## src/rtl/mips_fetch_unit.sv

```systemverilog
// Instruction-fetch stage: PC, credit-limited in-order imem requests, prefetch FIFO of {pc, instr}.
// Response to if_valid is one cycle; issue stalls while outstanding+buffered entries fill FIFO_DEPTH.
module mips_fetch_fifo #(
   parameter int W     = 32,
   parameter int DEPTH = 4
) (
   input  logic                     clk_i,
   input  logic                     rst_i,
   input  logic                     flush_i,
   input  logic                     push_i,
   input  logic [W-1:0]             wdata_i,
   input  logic                     pop_i,
   output logic [W-1:0]             rdata_o,
   output logic [$clog2(DEPTH):0]   count_o
);
   localparam int PW = $clog2(DEPTH);
   localparam logic [PW-1:0] PTR_ONE = PW'(1);
   localparam logic [PW:0]   CNT_ONE = (PW+1)'(1);

   logic [W-1:0]  mem_q [DEPTH];
   logic [PW-1:0] wr_ptr_q, rd_ptr_q;
   logic [PW:0]   count_q;

   always_ff @(posedge clk_i) begin
      if (push_i && !flush_i) mem_q[wr_ptr_q] <= wdata_i;
   end

   always_ff @(posedge clk_i) begin
      if (rst_i || flush_i) begin
         wr_ptr_q <= '0;
         rd_ptr_q <= '0;
         count_q  <= '0;
      end else begin
         if (push_i) wr_ptr_q <= wr_ptr_q + PTR_ONE;
         if (pop_i)  rd_ptr_q <= rd_ptr_q + PTR_ONE;
         case ({push_i, pop_i})
            2'b10:   count_q <= count_q + CNT_ONE;
            2'b01:   count_q <= count_q - CNT_ONE;
            default: count_q <= count_q;
         endcase
      end
   end

   assign rdata_o = mem_q[rd_ptr_q];
   assign count_o = count_q;
endmodule

module mips_fetch_unit #(
   parameter int                ADDR_W     = 32,
   parameter logic [ADDR_W-1:0] RESET_PC   = '0,
   parameter int                FIFO_DEPTH = 4
) (
   input  logic              clk,
   input  logic              rst,
   input  logic              redirect,
   input  logic [ADDR_W-1:0] redirect_pc,
   output logic              imem_req,
   output logic [ADDR_W-1:0] imem_addr,
   input  logic              imem_gnt,
   input  logic              imem_rvalid,
   input  logic [31:0]       imem_rdata,
   output logic              if_valid,
   output logic [31:0]       if_instr,
   output logic [ADDR_W-1:0] if_pc,
   output logic [ADDR_W-1:0] if_pc_plus4,
   input  logic              id_ready
);
   localparam int          CW      = $clog2(FIFO_DEPTH) + 1;
   localparam logic [CW:0] DEPTH_C = (CW+1)'(FIFO_DEPTH);

   logic [ADDR_W-1:0]    pc_q, pc_d;
   logic [CW-1:0]        drop_q, drop_d;
   logic [CW-1:0]        outstanding, count;
   logic [CW:0]          credits_used;
   logic                 grant, resp_keep, pop;
   logic [ADDR_W-1:0]    rq_pc;
   logic [ADDR_W+31:0]   head;

   // Credits count from registered occupancy only, so a same-cycle pop never frees a slot early.
   assign credits_used = {1'b0, outstanding} + {1'b0, count};
   assign imem_req     = !rst && !redirect && (credits_used < DEPTH_C);
   assign imem_addr    = pc_q;
   assign grant        = imem_req && imem_gnt;
   assign resp_keep    = imem_rvalid && !redirect && (drop_q == '0);
   assign if_valid     = !rst && (count != '0);
   assign pop          = if_valid && id_ready && !redirect;
   assign {if_pc, if_instr} = head;
   assign if_pc_plus4  = if_pc + ADDR_W'(4);

   always_comb begin
      pc_d   = pc_q;
      drop_d = drop_q;
      if (redirect) begin
         pc_d   = redirect_pc;
         drop_d = outstanding - CW'(imem_rvalid);
      end else begin
         if (grant) pc_d = pc_q + ADDR_W'(4);
         if (imem_rvalid && (drop_q != '0)) drop_d = drop_q - CW'(1);
      end
   end

   always_ff @(posedge clk) begin
      if (rst) begin
         pc_q   <= RESET_PC;
         drop_q <= '0;
      end else begin
         pc_q   <= pc_d;
         drop_q <= drop_d;
      end
   end

   // The request-PC queue holds exactly the granted-but-unreturned requests, so its occupancy is the outstanding count.
   mips_fetch_fifo #(.W(ADDR_W), .DEPTH(FIFO_DEPTH)) u_req_q (
      .clk_i   (clk),
      .rst_i   (rst),
      .flush_i (1'b0),
      .push_i  (grant),
      .wdata_i (pc_q),
      .pop_i   (imem_rvalid),
      .rdata_o (rq_pc),
      .count_o (outstanding)
   );

   mips_fetch_fifo #(.W(ADDR_W + 32), .DEPTH(FIFO_DEPTH)) u_pf_q (
      .clk_i   (clk),
      .rst_i   (rst),
      .flush_i (redirect),
      .push_i  (resp_keep),
      .wdata_i ({rq_pc, imem_rdata}),
      .pop_i   (pop),
      .rdata_o (head),
      .count_o (count)
   );
endmodule
```

## config.mk

```make
export PLATFORM = sky130hd
export DESIGN_NAME = mips_fetch_unit
export DESIGN_NICKNAME = d
export VERILOG_FILES = /design/src/rtl/mips_fetch_unit.sv
export SDC_FILE = /design/constraint.sdc
export NUM_CORES = 1
export LEC_CHECK = 0
export BUFFER_PORTS_ARGS = -buffer_cell sky130_fd_sc_hd__buf_2
export CAP_MARGIN = 25
export CORE_ASPECT_RATIO = 1.2
export CORE_MARGIN = 1.5
export CORE_UTILIZATION = 57
export DETAILED_ROUTE_END_ITERATION = 8
export PLACE_DENSITY = 0.78
export SYNTH_ARGS = -nofsm -noshare
export SYNTH_HDL_FRONTEND = slang
export SYNTH_SLANG_ARGS = --single-unit
export TNS_END_PERCENT = 100
```

## constraint.sdc

```tcl
create_clock -name clk -period 5.38 [get_ports clk]
set_clock_uncertainty 0.15 [all_clocks]
set_input_delay 0 -clock clk [delete_from_list [all_inputs] [get_ports clk]]
set_output_delay 0 -clock clk [all_outputs]
set_load 0.1 [all_outputs]
```

== Word level (Yosys, flattened, before mapping) ==
Memories as Yosys holds them, arrays and structs flattened. A register that Yosys moved wholly into a read port is not among the register bits.
Cells that the tools add are included.

* Register bits after elaboration: 49
* Memory bits (read-only): 0
* Word-level logic and storage cells: 62
* Memory bits (writable): 384
* Input bits: 70
* Bits in latches: 0
* Memories: 2

{| class="wikitable"
|+ Memory list
! memory !! depth !! bits a word !! rd ports !! clocked after Yosys merged registers in !! wr ports !! line !! text
|-
| u_pf_q.mem_q || 4 || 64 || 1 || 1 || 1 || 20 || <nowiki>logic [W-1:0] mem_q [DEPTH];</nowiki>
|-
| u_req_q.mem_q || 4 || 32 || 1 || 1 || 1 || 20 ||
|}

* Order comparisons: 1
* Divide/modulo/power cells: 0
* Reduce and logical (&&, ||, !) cells: 20
* Shifts and indexed selects: 0
* Bitwise operators: 0
* Mux-type cells: 14
* $mul: 0
* Add/subtract/negate cells: 13
* Equal/unequal tests: 4

{| class="wikitable"
|+ Operators by type and width
! kind !! number
|-
| $add 32x3->32 const B || 2
|-
| $mux 32 || 2
|-
| $pmux 3 s2 || 2
|-
| $logic_and 1x1->1 || 10
|-
| $sub 3x1->3 const B || 3
|-
| $add 2x1->2 const B || 4
|-
| $mux 2 || 4
|-
| $reduce_bool 2->1 || 4
|-
| $add 3x1->3 const B || 2
|-
| $mux 3 || 2
|-
| $reduce_bool 3->1 || 2
|-
| $add 3x3->4 || 1
|-
| $eq 2x1->1 const B || 2
|-
| $eq 2x2->1 const B || 2
|-
| $lt 4x3->1 const B || 1
|-
| $mux 1 || 4
|-
| $logic_not 3->1 || 1
|-
| $sub 3x1->3 || 1
|-
| $logic_not 1->1 || 2
|-
| $logic_or 1x1->1 || 1
|}

== Logic depth before layout (Yosys ltp) ==
Gate-level depths: netlist of run 1.

* Depth in word-level cells: 6
* Gate-level depth with buffers: 12

== Hierarchy ==
From an unflattened synthesis of run 1, not the netlist that was laid out.

* Cells, all modules: 933
* Area, all modules: 17454.2 µm²

{| class="wikitable"
|+ By module, submodules not included
! module !! sequential area each (µm²) !! times used !! cells each !! area each (µm²)
|-
| mips_fetch_fifo (u_pf_q) || 7867.5 || 1 || 377 || 9733.1
|-
| mips_fetch_fifo (u_req_q) || 4023.9 || 1 || 210 || 5081.1
|-
| mips_fetch_unit || 700.7 || 1 || 346 || 2640.0
|}

== Worst setup path after synthesis of run 1 ==
No wires, ideal clock.

* Kind: register to output
* Start: reg (tool-made name)
* End: out if_pc_plus4[20]
* Path buffers: 2
* Cell stages (with the launch flop): 10
* Arrival time: 4180 ps
* Path slack: 1050 ps
* Cell sequence: dfxtp_1 > buf_6 > buf_12 > mux4_1 > ha_1 > nand2_1 > o22ai_1 > nand3_1 > nor4_1 > xor2_1

{| class="wikitable"
|+ RTL lines
! element !! line !! text
|-
| end, declared || 65 || <nowiki>output logic [ADDR_W-1:0] if_pc_plus4,</nowiki>
|}

== Worst setup path after layout of run 1 ==
* Start: reg u_req_q.count_q[2] (netlist: u_req_q.count_o[2])
* End: reg pc_q[7] (netlist: imem_addr[7])

* Longest elaborated chain between the ends: 5

{| class="wikitable"
|+ RTL lines
! element !! line !! text
|-
| start, declared || 22 || <nowiki>logic [PW:0] count_q;</nowiki>
|-
| start signal, assigned || 37 || <nowiki>2'b10: count_q <= count_q + CNT_ONE;</nowiki>
|-
| start signal, assigned || 38 || <nowiki>2'b01: count_q <= count_q - CNT_ONE;</nowiki>
|-
| start signal, assigned || 39 || <nowiki>default: count_q <= count_q;</nowiki>
|-
| $add 3x3->4 || 80 || <nowiki>assign credits_used = {1'b0, outstanding} + {1'b0, count};</nowiki>
|-
| $lt 4x3->1 || 81 || <nowiki>assign imem_req = !rst && !redirect && (credits_used < DEPTH_C);</nowiki>
|-
| $logic_and 1x1->1 || 81 ||
|-
| $logic_and 1x1->1 || 83 || <nowiki>assign grant = imem_req && imem_gnt;</nowiki>
|-
| $reduce_bool 2->1 (no source line) || - ||
|-
| end signal, assigned || 107 || <nowiki>pc_q <= pc_d;</nowiki>
|-
| end, declared || 71 || <nowiki>logic [ADDR_W-1:0] pc_q, pc_d;</nowiki>
|}

Every way passes these cells.
A chain may end at the register's enable or synchronous reset.

==> results.ini, run 1 <==
[floorplanning]
chipHeight_um=195
start_util_pct=57.6
die_area_um2=31800
core_area_um2=30400
fp-row-count=70
die_x_um=163
ioPinCount=200

[clocking]
path_clk_slew_ns=0.07
post_cts_resized=0
postCtsHoldBufs=114
insertion_delay_ns=0.52
cts_root_buffer=clkbuf_16
tritoncts=done
cts_setup_buffers=0
cts.htree.levels=2
clk_path_buf_depth=3
cts_made_buffers=40
cts_sinks=437

[detailed_routing]
antenna_left=0
drt_iter0_drc=957
drt-total-wl_um=37600
drc_errors=0
drtPass1Iterations=8
via_count=10191
wl_per_cell_um=22.1
vias_per_cell=5.98

[global_route]
grt.total_usage_pct=24.1
grt-ovfl-total=0
antenna_found_initial=0
grt_pass1_vias=10284
grt_pass1_wl_um=58000
grt_max_degree=47

[timing]
worst_slew_pin_slew_ns=1.02
rsz0062_at_grt=no
fin_crit_ns=4.06
setup_tns_ns=0
holdWs_ns=0.0798
hold_violations=0
final_max_slew_viol_count=0
max_freq_ghz=0.246
setup_viol=0
relSlewSlack_pct=31.4
period_share_pct=75.6

[layout]
fin_cells=1705
final_net_count=1370
syn2layout_area_growth_pct=22.0
fill_cells=1808
antenna_cells=0
seq_area_um2=12600
drive_above_1_share_pct=28.4
multi_input_area_um2=4580

[setup_path]
worstPathMaxFanout=28
arrival_ns=4.38
setup.worst_path.class=reg2reg
cp_cell_sequence=ha_1 > nor4_1 > and3_1 > buf_4 > inv_1 > nor4_1 > a21oi_1 > dlygate4sd3_1 > a21oi_1 > dlygate4sd3_1
critical_path.startpoint_type=flop
critPathMaxStageDelay_ns=0.60
cp.required_ns=5.69
r2r-end=imem_addr[7]$_SDFFE_PP0P_
r2r_slack_ns=1.32
cp_slowest_cell=dlygate4sd3_1
worst_r2r_path_depth=10
r2r-start=u_req_q.count_o[2]$_SDFFE_PP0P_
end_kind=flop

[placement]
port_buffers=199
dpl.hpwl_um=22200
dp.cells=1520
gp_congestion=0.848

[power]
powerDensity_nw_per_um2=362
finalPower_mw=7.73
leakagePower_nw=7.37
vdd_drop_max_v=0.000261

[hold_path]
hold_path_end=u_pf_q.mem_q[2][10]$_DFFE_PP_
holdPathStages=2
hold_path.class=in2reg
hold_start=imem_rdata[10]

[synthesis]
synth.most_common_cell=edfxtp_1
async_reset_ff_share_pct=0
yosysTopAreaCell=edfxtp_1
netlist.area_leader.share_pct=65.9
ys_ff_latch=437
synth_edf_count=384
netlist_instances=958
ys.flop_type=edfxtp_1
synth_warnings=0
yosysSeqAreaShare_pct=71.9
syn_avg_cell_area_um2=18.3
yosys-top-cells-area=edfxtp_1 (66%), mux4_2 (10%), dfxtp_1 (6.1%)
syn-cell-area_um2=17500
synth_common_cells=edfxtp_1 (384), mux4_2 (80), dfxtp_1 (53), nand2_1 (38), nor2_1 (38)
synth_nets=1048
ys_types=53

[outcome]
run_status=finished, final reports clean

[flow_run]
drv_cap=0

critical path, delay by kind of cell, from the launching register on:
family                   cells  cell delay (ns)
buffers and inverters        4             1.85
AO/OA/AOI/OAI                2             0.23
adder cells (fa/ha/maj)      1             0.25
AND/OR/NAND/NOR              3             1.12
flip-flops                   1             0.39
registers in the layout, summed over array words and instances, names as in the netlist, named ones only:
signal            flops
u_pf_q.mem_q        256
u_req_q.mem_q       128
imem_addr            32
drop_q                3
u_pf_q.count_o        3
u_req_q.count_o       3
u_pf_q.rd_ptr_q       2
u_pf_q.wr_ptr_q       2
u_req_q.rd_ptr_q      2
u_req_q.wr_ptr_q      2
worst max-delay path by stage:
stage | startpoint | slack [ns] | end | depth (start not counted)
final | u_req_q.count_o[2]$_SDFFE_PP0P_ | 1.32 | imem_addr[7]$_SDFFE_PP0P_ | 10
after global routing | u_req_q.count_o[2]$_SDFFE_PP0P_ | 1.11 | imem_addr[7]$_SDFFE_PP0P_ | 10
after CTS | flop | 1.35 | if_pc_plus4[20] | 8
after detailed placement | u_req_q.count_o[2]$_SDFFE_PP0P_ | 1.90 | u_req_q.count_o[2]$_SDFFE_PP0P_ | 10
after global placement | u_req_q.count_o[2]$_SDFFE_PP0P_ | 2.02 | u_req_q.count_o[2]$_SDFFE_PP0P_ | 10
after floorplan | flop | 1.05 | if_pc_plus4[20] | 9
layout make-up:
class	count	share of cell area [%]
repair buffers	327	10.5
multi-input cells	452	21.4
flip-flops and latches	437	59.0
well taps	396	2.32
inverters	22	0.387
clock buffers	50	5.01
clock inverters	21	1.31
logic make-up (layout without fill, tap and decap cells):
family | count (synthesis) | in the layout | share of synthesized area, %
xor gates and xnor gates | 52 | 52 | 2.64
muxes | 104 | 104 | 13.2
DFF | 437 | 437 | 71.9
adders and majority gates | 20 | 20 | 1.52
buffers and inverters | 69 | 420 | 1.92
and+or+nand+nor | 199 | 199 | 6.09
AOI/OAI and AO/OA | 77 | 77 | 2.72
placed cells by master, fill, tap and decap left out, drive strengths merged, types with 3 or more instances in the layout:
master	Yosys	routed
o22ai	4	4
bufinv	0	7
o21a	3	3
ha	18	18
clkbuf	24	50
nor3	14	14
nand4	24	24
a22oi	4	4
xnor2	23	23
mux2i	6	6
dlygate4sd3	0	114
mux4	96	96
dfxtp	53	53
and3	14	14
nand3	24	24
and4	8	8
buf	23	213
nand2	38	38
o211ai	3	3
and2	16	16
nor4	9	9
edfxtp	384	384
o21ai	12	12
a21oi	22	22
a31oi	14	14
a211oi	9	9
or4	4	4
inv	22	22
clkinv	0	12
xor2	29	29
nor2	38	38
metrics by stage:
| step | instance area, um2 | setup WS [ns] | utilization, % |
|---|---|---|---|
| 6_report | 21300 | 1.32 | 70.2 |
| 5_1_grt | 21300 | 1.11 | 70.2 |
| 4_1_cts | 21300 | 1.35 | 70.2 |
| 3_5_place_dp | 18900 | 1.90 | 62.1 |
| 3_3_place_gp | 18900 | 2.02 | 62.1 |
| 2_1_floorplan | 17500 | 1.05 | - |
layer usage:
layer	wire, um	track usage, %	vias up
met5	0	0	-
met4	984	6.86	0
met3	2610	3.97	72
met2	19000	41.3	538
met1	15100	32.0	5086
li1	-	-	4495
power breakdown:
part           internal, mW  switching (mW)
Sequential             3.79          0.0720
Clock                  1.75            1.18
Combinational         0.248           0.695
Total                  5.79            1.95
Note: power is estimated with default switching activity, not from simulation.
==> run 2, diff against run 1 <==
- ABC_AREA: default -> 1
- clock period: 5.38 -> 3.8 ns (I/O delays scaled with it)
==> results.ini, run 2 <==
[clocking]
cts_made_buffers=42
cts_sinks=437
cts_setup_buffers=0
path_clk_slew_ns=0.07
clk_path_buf_depth=3
tritoncts=done
cts.htree.levels=2
insertion_delay_ns=0.55
cts_root_buffer=clkbuf_16

[synthesis]
yosysSeqAreaShare_pct=65.7
ys_types=35
yosys-top-cells-area=edfxtp_1 (60%), nand2_1 (9.4%), dfxtp_1 (5.5%)
synth_warnings=0
async_reset_ff_share_pct=0
syn_avg_cell_area_um2=10.3
synth_common_cells=nand2_1 (481), edfxtp_1 (384), nor2_1 (257), o21ai_0 (170), inv_1 (107)
netlist.area_leader.share_pct=60.2
ys.flop_type=edfxtp_1
ys_ff_latch=437
synth.most_common_cell=nand2_1
synth_edf_count=384
syn-cell-area_um2=19200
synth_nets=1954
netlist_instances=1864
yosysTopAreaCell=edfxtp_1

[floorplanning]
fp-row-count=73
core_area_um2=33200
die_area_um2=34700
ioPinCount=200
start_util_pct=57.8
chipHeight_um=204
die_x_um=170

[placement]
gp_congestion=0.916
dp.cells=2450
dpl.hpwl_um=28100
port_buffers=199

[hold_path]
hold_path_end=u_pf_q.mem_q[1][7]$_DFFE_PP_
hold_path.class=in2reg
hold_start=imem_rdata[7]
holdPathStages=2

[global_route]
antenna_found_initial=0
grt_pass1_vias=14521
grt_max_degree=87
grt-ovfl-total=0
grt.total_usage_pct=27.7
grt_pass1_wl_um=74000

[power]
powerDensity_nw_per_um2=468
vdd_drop_max_v=0.000373
pwr-share-seq_pct=50.1
pwr-share-clk_pct=36.9
finalPower_mw=10.9
p_switching_mw=2.94
pwr-share-comb_pct=13.0
p_int_mw=7.95
p_sw_share_pct=27.0
leakagePower_nw=9.01

[layout]
largest_reg_flops=256
fill_cells=2246
antenna_cells=0
drive_above_1_share_pct=15.3
final_net_count=2247
multi_input_area_um2=5790
final_common_cell=nand2_1
fin_cells=2640
mostFrequentLayoutCells=nand2_1 (481), edfxtp_1 (384), nor2_1 (249)
top_register=u_pf_q.mem_q
seq_area_um2=12600
syn2layout_area_growth_pct=21.4

[timing]
relSlewSlack_pct=38.6
setup_viol=0
max_freq_ghz=0.275
hold_violations=0
setup_tns_ns=0
period_share_pct=95.6
rsz0062_at_grt=no
fin_crit_ns=3.63
worst_slew_pin_slew_ns=0.921
final_max_slew_viol_count=0

[setup_path]
r2r_slack_ns=0.80
r2r-end=imem_addr[22]$_SDFFE_PP0P_
cp_cell_sequence=inv_6 > buf_4 > nand2_1 > nand3_1 > nand2_1 > nor2_2 > nand2_1 > nor2_2 > xor2_1 > buf_2
setup.worst_path.class=reg2out
critPathMaxStageDelay_ns=0.48
end_kind=output pin
cp_common_cell=nand2_1
critical_path.startpoint_type=flop
worstPathMaxFanout=54
worst_r2r_path_depth=10
r2r-start=imem_addr[2]$_SDFFE_PP0P_
arrival_ns=3.48
cp_slowest_cell=buf_2
cp.required_ns=3.65

[outcome]
run_status=finished, final reports clean

[detailed_routing]
antenna_left=0
drtPass1Iterations=5
wl_per_cell_um=18.0
via_count=14859
drt-total-wl_um=47500
drt_iter0_drc=1498
vias_per_cell=5.63
drc_errors=0

[flow_run]
drv_cap=0

## run 2: worst max-delay path, delay by kind of cell (launching register included)
| family | cells | cell delay [ns] |
|---|---|---|
| xor+xnor | 1 | 0.27 |
| simple gates | 6 | 0.95 |
| flops | 1 | 0.46 |
| buf+inv | 3 | 1.21 |
## run 2: cell families after synthesis
logic type | Yosys count | synth area share [%]
AO/OA/AOI/OAI | 284 | 7.97
XOR/XNOR | 32 | 1.46
adder cells (fa/ha/maj) | 20 | 1.38
buffers and inverters | 198 | 4.52
flip-flops | 437 | 65.7
AND/OR/NAND/NOR | 893 | 19.0
## run 2: metal layers
| metal | routed length (um) | track usage [%] | part of all wire (%) |
|---|---|---|---|
| met4 | 1860 | 12.4 | 3.9 |
| met1 | 18300 | 34.4 | 39 |
| met2 | 23900 | 48.2 | 50 |
| met3 | 3430 | 3.76 | 7.2 |
| met5 | 0 | 0 | 0 |
## run 2: worst max-delay path by stage
stage                           start                      endpoint  slack, ns  cells past startpoint
2_1_floorplan  drop_q[0]$_SDFFE_PP0P_  u_pf_q.mem_q[0][0]$_DFFE_PP_      -0.36                      6
3_3_place_gp                     flop               if_pc_plus4[31]       0.80                      7
3_5_place_dp                     flop               if_pc_plus4[17]       0.77                     11
4_1_cts                          flop               if_pc_plus4[17]       0.12                     11
5_1_grt                          flop               if_pc_plus4[17]       0.05                     11
6_report                         flop                if_pc_plus4[9]       0.17                     10
## run 2: repair_timing
item | CTS | global route
setup endpoints to repair | 0 | 1
hold buffers | 113 | 0
endpoints found under the hold margin | 177 | 0
resized for setup | 0 | 2
## run 2: through the flow
stage	util (%)	hold slack (ns)	cell area [um2]	setup slack, ns
after detailed placement	62.7	0.0643	20800	0.765
after global placement	62.7	0.0603	20800	0.797
after floorplan	-	-0.0581	19200	-0.361
after CTS	70.2	0.0175	23300	0.125
final	70.2	0.0428	23300	0.166
after global routing	70.2	0.0350	23300	0.0464
## run 2: cell type report
cell class | count | area share, %
Clock buffer | 55 | 4.81
Clock inverter | 22 | 0.898
Inverter | 115 | 1.88
Multi-Input combinational cell | 1229 | 24.9
Sequential cell | 437 | 54.1
Tap cell | 450 | 2.42
Timing Repair Buffer | 332 | 11.0
## run 2: power groups by stage
stage | Sequential [mW] | Combinational [mW] | Clock, mW
2_1_floorplan | 5.69 | 0.826 | 0
3_3_place_gp | 5.55 | 1.27 | 0
3_5_place_dp | 5.55 | 1.30 | 0
4_1_cts | 5.45 | 1.39 | 4.05
5_1_grt | 5.46 | 1.50 | 4.27
6_report | 5.46 | 1.41 | 4.02
